$ cat src/rtl/mc_ctrl_pkg.sv
// Shared encodings for the multicycle controller and the datapath muxes it drives.
// State enum, opcode/funct constants, selector encodings and the control word struct.
package mc_ctrl_pkg;

    typedef enum logic [4:0] {
        ST_RST      = 5'd0,
        ST_FETCH0   = 5'd1,
        ST_FETCH1   = 5'd2,
        ST_DECODE   = 5'd3,
        ST_EXEC_R   = 5'd4,
        ST_WB_R     = 5'd5,
        ST_EXEC_I   = 5'd6,
        ST_WB_I     = 5'd7,
        ST_MEM_ADDR = 5'd8,
        ST_MEM_RD   = 5'd9,
        ST_MEM_WAIT = 5'd10,
        ST_MEM_WB   = 5'd11,
        ST_MEM_WR   = 5'd12,
        ST_BRANCH   = 5'd13,
        ST_JUMP     = 5'd14,
        ST_EXC      = 5'd15
    } state_e;

    localparam logic [5:0] OP_RTYPE = 6'h00;
    localparam logic [5:0] OP_ADDI  = 6'h08;
    localparam logic [5:0] OP_LW    = 6'h23;
    localparam logic [5:0] OP_SW    = 6'h2B;
    localparam logic [5:0] OP_BEQ   = 6'h04;
    localparam logic [5:0] OP_J     = 6'h02;

    localparam logic [5:0] FN_ADD = 6'h20;
    localparam logic [5:0] FN_SUB = 6'h22;
    localparam logic [5:0] FN_AND = 6'h24;
    localparam logic [5:0] FN_OR  = 6'h25;
    localparam logic [5:0] FN_SLT = 6'h2A;

    localparam logic [1:0] ALU1_PC   = 2'b00;
    localparam logic [1:0] ALU1_A    = 2'b01;
    localparam logic [1:0] ALU1_ZERO = 2'b10;
    localparam logic [1:0] ALU1_AUX  = 2'b11;

    localparam logic [1:0] ALU2_B       = 2'b00;
    localparam logic [1:0] ALU2_FOUR    = 2'b01;
    localparam logic [1:0] ALU2_IMM     = 2'b10;
    localparam logic [1:0] ALU2_IMM_SH2 = 2'b11;

    localparam logic [2:0] ALU_ADD = 3'b000;
    localparam logic [2:0] ALU_SUB = 3'b001;
    localparam logic [2:0] ALU_AND = 3'b010;
    localparam logic [2:0] ALU_OR  = 3'b011;
    localparam logic [2:0] ALU_SLT = 3'b100;

    localparam logic [1:0] PCSRC_ALU    = 2'b00;
    localparam logic [1:0] PCSRC_ALUOUT = 2'b01;
    localparam logic [1:0] PCSRC_JUMP   = 2'b10;
    localparam logic [1:0] PCSRC_EXC    = 2'b11;

    typedef struct packed {
        logic [1:0] alu1_sel;
        logic [1:0] alu2_sel;
        logic [2:0] alu_op;
        logic       pc_write;
        logic       ir_write;
        logic       mem_read;
        logic       mem_write;
        logic       reg_write;
        logic       epc_write;
        logic       reg_dst;
        logic       mem_to_reg;
        logic [1:0] pc_source;
    } ctrl_t;

    localparam ctrl_t CTRL_IDLE = '0;

endpackage

$ cat src/rtl/mc_alu_decode.sv
// R-type funct decoder: ALU operation, illegal-funct flag, and whether the op can overflow.
module mc_alu_decode
    import mc_ctrl_pkg::*;
(
    input  logic [5:0] funct,
    output logic [2:0] alu_op,
    output logic       illegal,
    output logic       ovf_check
);

    always_comb begin
        alu_op    = ALU_ADD;
        illegal   = 1'b0;
        ovf_check = 1'b0;
        case (funct)
            FN_ADD: begin
                alu_op    = ALU_ADD;
                ovf_check = 1'b1;
            end
            FN_SUB: begin
                alu_op    = ALU_SUB;
                ovf_check = 1'b1;
            end
            FN_AND: alu_op = ALU_AND;
            FN_OR:  alu_op = ALU_OR;
            FN_SLT: alu_op = ALU_SLT;
            default: illegal = 1'b1;
        endcase
    end

endmodule

$ cat src/rtl/mc_control_fsm.sv
// Multicycle control FSM: sequences fetch/decode/execute/memory/writeback and
// drives every operand selector and write enable of the datapath.
module mc_control_fsm
    import mc_ctrl_pkg::*;
#(
    parameter logic [31:0] EXC_VECTOR = 32'h0000_00FF
) (
    input  logic       clk,
    input  logic       reset,
    input  logic [5:0] opcode,
    input  logic [5:0] funct,
    input  logic       zero,
    input  logic       overflow,
    output logic [1:0] ALU1Selector,
    output logic [1:0] ALU2Selector,
    output logic [2:0] ALUOp,
    output logic       PCWrite,
    output logic       IRWrite,
    output logic       MemRead,
    output logic       MemWrite,
    output logic       RegWrite,
    output logic       EPCWrite,
    output logic       RegDst,
    output logic       MemToReg,
    output logic [1:0] PCSource,
    output logic [4:0] state_dbg
);

    state_e     state_q;
    state_e     state_d;
    ctrl_t      ctrl;
    logic [2:0] r_alu_op;
    logic       r_illegal;
    logic       r_ovf_check;

    // The vector itself is muxed in by the datapath when PCSource selects it.
    logic exc_vector_unused;
    assign exc_vector_unused = ^EXC_VECTOR;

    mc_alu_decode u_alu_decode (
        .funct     (funct),
        .alu_op    (r_alu_op),
        .illegal   (r_illegal),
        .ovf_check (r_ovf_check)
    );

    always_ff @(posedge clk or posedge reset) begin
        if (reset) begin
            state_q <= ST_RST;
        end else begin
            state_q <= state_d;
        end
    end

    always_comb begin
        state_d = state_q;
        ctrl    = CTRL_IDLE;
        case (state_q)
            ST_RST: begin
                state_d = ST_FETCH0;
            end
            ST_FETCH0: begin
                ctrl.mem_read  = 1'b1;
                ctrl.alu1_sel  = ALU1_PC;
                ctrl.alu2_sel  = ALU2_FOUR;
                ctrl.alu_op    = ALU_ADD;
                ctrl.pc_source = PCSRC_ALU;
                ctrl.pc_write  = 1'b1;
                state_d        = ST_FETCH1;
            end
            ST_FETCH1: begin
                ctrl.mem_read = 1'b1;
                ctrl.ir_write = 1'b1;
                state_d       = ST_DECODE;
            end
            ST_DECODE: begin
                // Branch target is computed speculatively into ALUOut here.
                ctrl.alu1_sel = ALU1_PC;
                ctrl.alu2_sel = ALU2_IMM_SH2;
                ctrl.alu_op   = ALU_ADD;
                case (opcode)
                    OP_RTYPE:     state_d = ST_EXEC_R;
                    OP_ADDI:      state_d = ST_EXEC_I;
                    OP_LW, OP_SW: state_d = ST_MEM_ADDR;
                    OP_BEQ:       state_d = ST_BRANCH;
                    OP_J:         state_d = ST_JUMP;
                    default:      state_d = ST_EXC;
                endcase
            end
            ST_EXEC_R: begin
                ctrl.alu1_sel = ALU1_A;
                ctrl.alu2_sel = ALU2_B;
                ctrl.alu_op   = r_alu_op;
                if (r_illegal || (overflow && r_ovf_check)) begin
                    state_d = ST_EXC;
                end else begin
                    state_d = ST_WB_R;
                end
            end
            ST_WB_R: begin
                ctrl.reg_dst   = 1'b1;
                ctrl.reg_write = 1'b1;
                state_d        = ST_FETCH0;
            end
            ST_EXEC_I: begin
                ctrl.alu1_sel = ALU1_A;
                ctrl.alu2_sel = ALU2_IMM;
                ctrl.alu_op   = ALU_ADD;
                state_d       = overflow ? ST_EXC : ST_WB_I;
            end
            ST_WB_I: begin
                ctrl.reg_write = 1'b1;
                state_d        = ST_FETCH0;
            end
            ST_MEM_ADDR: begin
                ctrl.alu1_sel = ALU1_A;
                ctrl.alu2_sel = ALU2_IMM;
                ctrl.alu_op   = ALU_ADD;
                state_d       = (opcode == OP_SW) ? ST_MEM_WR : ST_MEM_RD;
            end
            ST_MEM_RD: begin
                ctrl.mem_read = 1'b1;
                state_d       = ST_MEM_WAIT;
            end
            ST_MEM_WAIT: begin
                ctrl.mem_read = 1'b1;
                state_d       = ST_MEM_WB;
            end
            ST_MEM_WB: begin
                ctrl.mem_to_reg = 1'b1;
                ctrl.reg_write  = 1'b1;
                state_d         = ST_FETCH0;
            end
            ST_MEM_WR: begin
                ctrl.mem_write = 1'b1;
                state_d        = ST_FETCH0;
            end
            ST_BRANCH: begin
                // The compare happens this cycle, so PCWrite follows zero directly.
                ctrl.alu1_sel  = ALU1_A;
                ctrl.alu2_sel  = ALU2_B;
                ctrl.alu_op    = ALU_SUB;
                ctrl.pc_source = PCSRC_ALUOUT;
                ctrl.pc_write  = zero;
                state_d        = ST_FETCH0;
            end
            ST_JUMP: begin
                ctrl.pc_source = PCSRC_JUMP;
                ctrl.pc_write  = 1'b1;
                state_d        = ST_FETCH0;
            end
            ST_EXC: begin
                // PC was already advanced by 4 in FETCH0; PC-4 goes to EPC.
                ctrl.alu1_sel  = ALU1_PC;
                ctrl.alu2_sel  = ALU2_FOUR;
                ctrl.alu_op    = ALU_SUB;
                ctrl.epc_write = 1'b1;
                ctrl.pc_source = PCSRC_EXC;
                ctrl.pc_write  = 1'b1;
                state_d        = ST_FETCH0;
            end
            default: begin
                state_d = ST_RST;
            end
        endcase
    end

    assign ALU1Selector = ctrl.alu1_sel;
    assign ALU2Selector = ctrl.alu2_sel;
    assign ALUOp        = ctrl.alu_op;
    assign PCWrite      = ctrl.pc_write;
    assign IRWrite      = ctrl.ir_write;
    assign MemRead      = ctrl.mem_read;
    assign MemWrite     = ctrl.mem_write;
    assign RegWrite     = ctrl.reg_write;
    assign EPCWrite     = ctrl.epc_write;
    assign RegDst       = ctrl.reg_dst;
    assign MemToReg     = ctrl.mem_to_reg;
    assign PCSource     = ctrl.pc_source;
    assign state_dbg    = state_q;

endmodule

$ cat config.mk
export PLATFORM = sky130hd
export DESIGN_NAME = mc_control_fsm
export DESIGN_NICKNAME = d
export VERILOG_FILES = /design/src/rtl/mc_ctrl_pkg.sv /design/src/rtl/mc_alu_decode.sv /design/src/rtl/mc_control_fsm.sv
export SDC_FILE = /design/constraint.sdc
export NUM_CORES = 1
export LEC_CHECK = 0
export ABC_AREA = 1
export BUFFER_PORTS_ARGS = -buffer_cell sky130_fd_sc_hd__buf_2
export CELL_PAD_IN_SITES_DETAIL_PLACEMENT = 1
export CELL_PAD_IN_SITES_GLOBAL_PLACEMENT = 1
export CORE_ASPECT_RATIO = 0.6
export CORE_MARGIN = 8
export CORE_UTILIZATION = 25
export DETAILED_ROUTE_END_ITERATION = 10
export PLACE_DENSITY = 0.86
export SYNTH_ARGS = -nofsm -noshare
export SYNTH_HDL_FRONTEND = slang
export SYNTH_SLANG_ARGS = --single-unit
$ cat constraint.sdc
create_clock -name clk -period 1.3 [get_ports clk]
set_input_delay 0 -clock clk [delete_from_list [all_inputs] [get_ports clk]]
set_output_delay 0 -clock clk [all_outputs]
set_load 0.01 [all_outputs]
==> summary.txt <==
worst skew pair latency -> 0.22 ns
gpl congestion -> 0.889
Initial Util -> 27.0%
Synth Cell Area -> 592 um^2
Max VDD drop -> 0.479 mV
GRT Max-Usage Layer -> met2
Worst R2R Setup Slack -> -0.11 ns
critical path data required time -> 1.30 ns
row cnt -> 13
max-slew violations -> 0
DRT Pass-1 Iters -> 4
synth warn -> 0
first-pass GRT wire length -> 4240 um
Die Wd -> 78.8 um
# Max-Cap Violations -> 0
simple-gate share of the synthesized area -> 55.8%
met1 capacity usage during global routing -> 14.0%
layout filler cell count -> 319
1st-iter DRT viols -> 31
clock buffer depth -> 2
# IOs -> 38
post-route ant nets -> 0
Pleak -> 0.628 nW
mean area per synthesized cell -> 5.24 um^2
RSZ-0062 raised after global routing -> true
CTS tree -> done
GRT Total Usage -> 12.5%
r2r startpoint -> state_dbg[2]
pre-CTS WS -> 0.0232 ns
reg2reg path depth -> 9
Synth cell types -> 22
clock-pin slew on the worst setup and hold paths -> 0.04 ns
top-count cell post-synth -> nor2_1
max reg flops -> 4
PnR worst setup slack -> -0.121 ns
Core Region -> 2200 um^2
Avg WL per Cell -> 15.8 um
worst hold slack -> 0.208 ns
Critical R2R Capture -> state_dbg[1]
vias post-DR -> 937
largest net degree at the start of global routing -> 8
final wirelength -> 3090 um
FMAX -> 704 MHz
failing checks -> setup timing
number of global-route vias before repair -> 953
total CTS buffers -> 3
# setup viols final -> 11
Finished Layout Cells -> 196
met3 Use GR -> 1.99%
async set-reset flop share out of synthesis -> 100%
startpoint types -> flip-flop
dpl hpwl -> 2070 um
area of the die -> 4230 um^2
Hold Path Class -> in2async
number of synthesized flops with an enable pin -> 0
CP arrival -> 1.42 ns
Sink Count -> 4
CTS root buf -> clkbuf_8
share of the synthesized area in the top cell type -> 19.7%
period utilisation layout -> 109%
CP Capture Type -> output port
Final Instance Area -> 1110 um^2
CP max FO -> 4
main combinational cell family by area after synthesis -> simple AND/OR/NAND/NOR gates
post-synthesis xor/xnor area fraction -> 0%
PD cells -> 2020 nW/um^2
final hold violations -> 0
layout cells sized above 1 -> 52.4%
Yosys reg bits -> 4
Synth Area in Compound Gates -> 9.51%
met2 Use GR -> 23.3%
CP Class -> reg2out
area leader, netlist -> nor2_1
outcome -> complete, but fails checks
CTS H-tree lvls -> 1
antenna violations before repair -> 0
Synth area leaders -> nor2_1, dfrtp_1, nand2_1
Post-DP Area -> 808 um^2
Ant. Diodes -> 0
number of port buffers -> 35
gr ovfl total -> 0
adder-cell share of the synthesized area -> 0%
Final Skew -> 0.00648 ns
die extent in y -> 53.7 um
DRC -> 0
NumNets Final -> 184
P&R area growth vs syn -> 86.9%
Via density -> 4.78
Synth Flop Type -> dfrtp_1
Gate Count Post-Synth -> 113
post-synthesis mux area share -> 0%
min Tclk post-route -> 1.42 ns
Post-synth top cells -> nor2_1, nand2_1, inv_1
Cell Count Post-Placement -> 179
sequential fraction of the synthesis area -> 16.9%
==> cells in the final DEF (no fill, tap or decap), types with 5 or more instances in the layout <==
master	synthesis	final
inv_2	2	5
nand3_1	10	10
buf_4	2	10
nor2_1	31	19
nand2_2	0	5
buf_6	0	7
nand2_1	26	20
buf_2	0	33
inv_1	21	16
nor2_4	1	8
nor2_2	1	6
==> worst max path at each step <==
| stage | cells past startpoint | to | slack, ns | start |
|---|---|---|---|---|
| final | 7 | ALUOp[2] | -0.12 | state_dbg[2] |
| after global placement | 7 | state_dbg[3] | 0.05 | state_dbg[2] |
| after CTS | 8 | ALUOp[0] | -0.11 | state_dbg[2] |
| after global routing | 8 | ALUOp[0] | -0.20 | state_dbg[0] |
| after floorplan | 7 | ALUOp[0] | 0.16 | state_dbg[2] |
| after detailed placement | 7 | state_dbg[3] | 0.02 | state_dbg[2] |
==> timing repair <==
action / in CTS / in global routing
setup endpoints to repair: 6 / 12
buffers inserted: 8 / 6
endpoints found under the hold margin: 4 / 0
hold buffers: 1 / 0
resized for setup: 13 / 34
pin swaps: 3 / 10
==> layer usage <==
metal | vias to the layer above | share of wire (%)
li1 | 450 | -
met1 | 442 | 46
met5 | - | 0
met2 | 39 | 47
met4 | 0 | 1.6
met3 | 6 | 5.9
==> critical path, cell delays in order, from the launching register on <==
cell and delay (ns):
dfrtp_1 0.37, inv_2 0.05, or2_4 0.28, nor2_8 0.13, inv_4 0.05, buf_4 0.14, nor2_4 0.08, buf_6 0.10
==> report_power, final <==
| part | total [mW] | internal, mW | switching [mW] |
|---|---|---|---|
| Combinational | 1.68 | 0.661 | 1.02 |
| Clock | 0.272 | 0.198 | 0.0738 |
| Sequential | 0.279 | 0.193 | 0.0853 |
| Total | 2.23 | 1.05 | 1.18 |
==> metrics by stage <==
stage                     setup TNS [ns]  utilization [%]  total power [mW]
after detailed placement               0             36.8              1.40
after global routing               -1.57             50.4              2.36
after global placement                 0             36.8              1.35
after floorplan                        0                -             0.920
after CTS                         -0.235             43.5              1.87
final                             -0.913             50.4              2.23
==> logic make-up after synthesis <==
family                 count (synthesis)
AO/OA/AOI/OAI                          9
buffers and inverters                 25
other                                  1
AND/OR/NAND/NOR                       74
flip-flops                             4
==> cell type report <==
cell class	instances	area (um^2)	area share [%]
inverters	23	91.3	8.26
clock buffers	3	41.3	3.73
flip-flops and latches	4	103	9.28
multi-input cells	85	504	45.6
repair buffers	51	329	29.8
well taps	30	37.5	3.39
No activity file was read; power rests on OpenSTA's default activity.
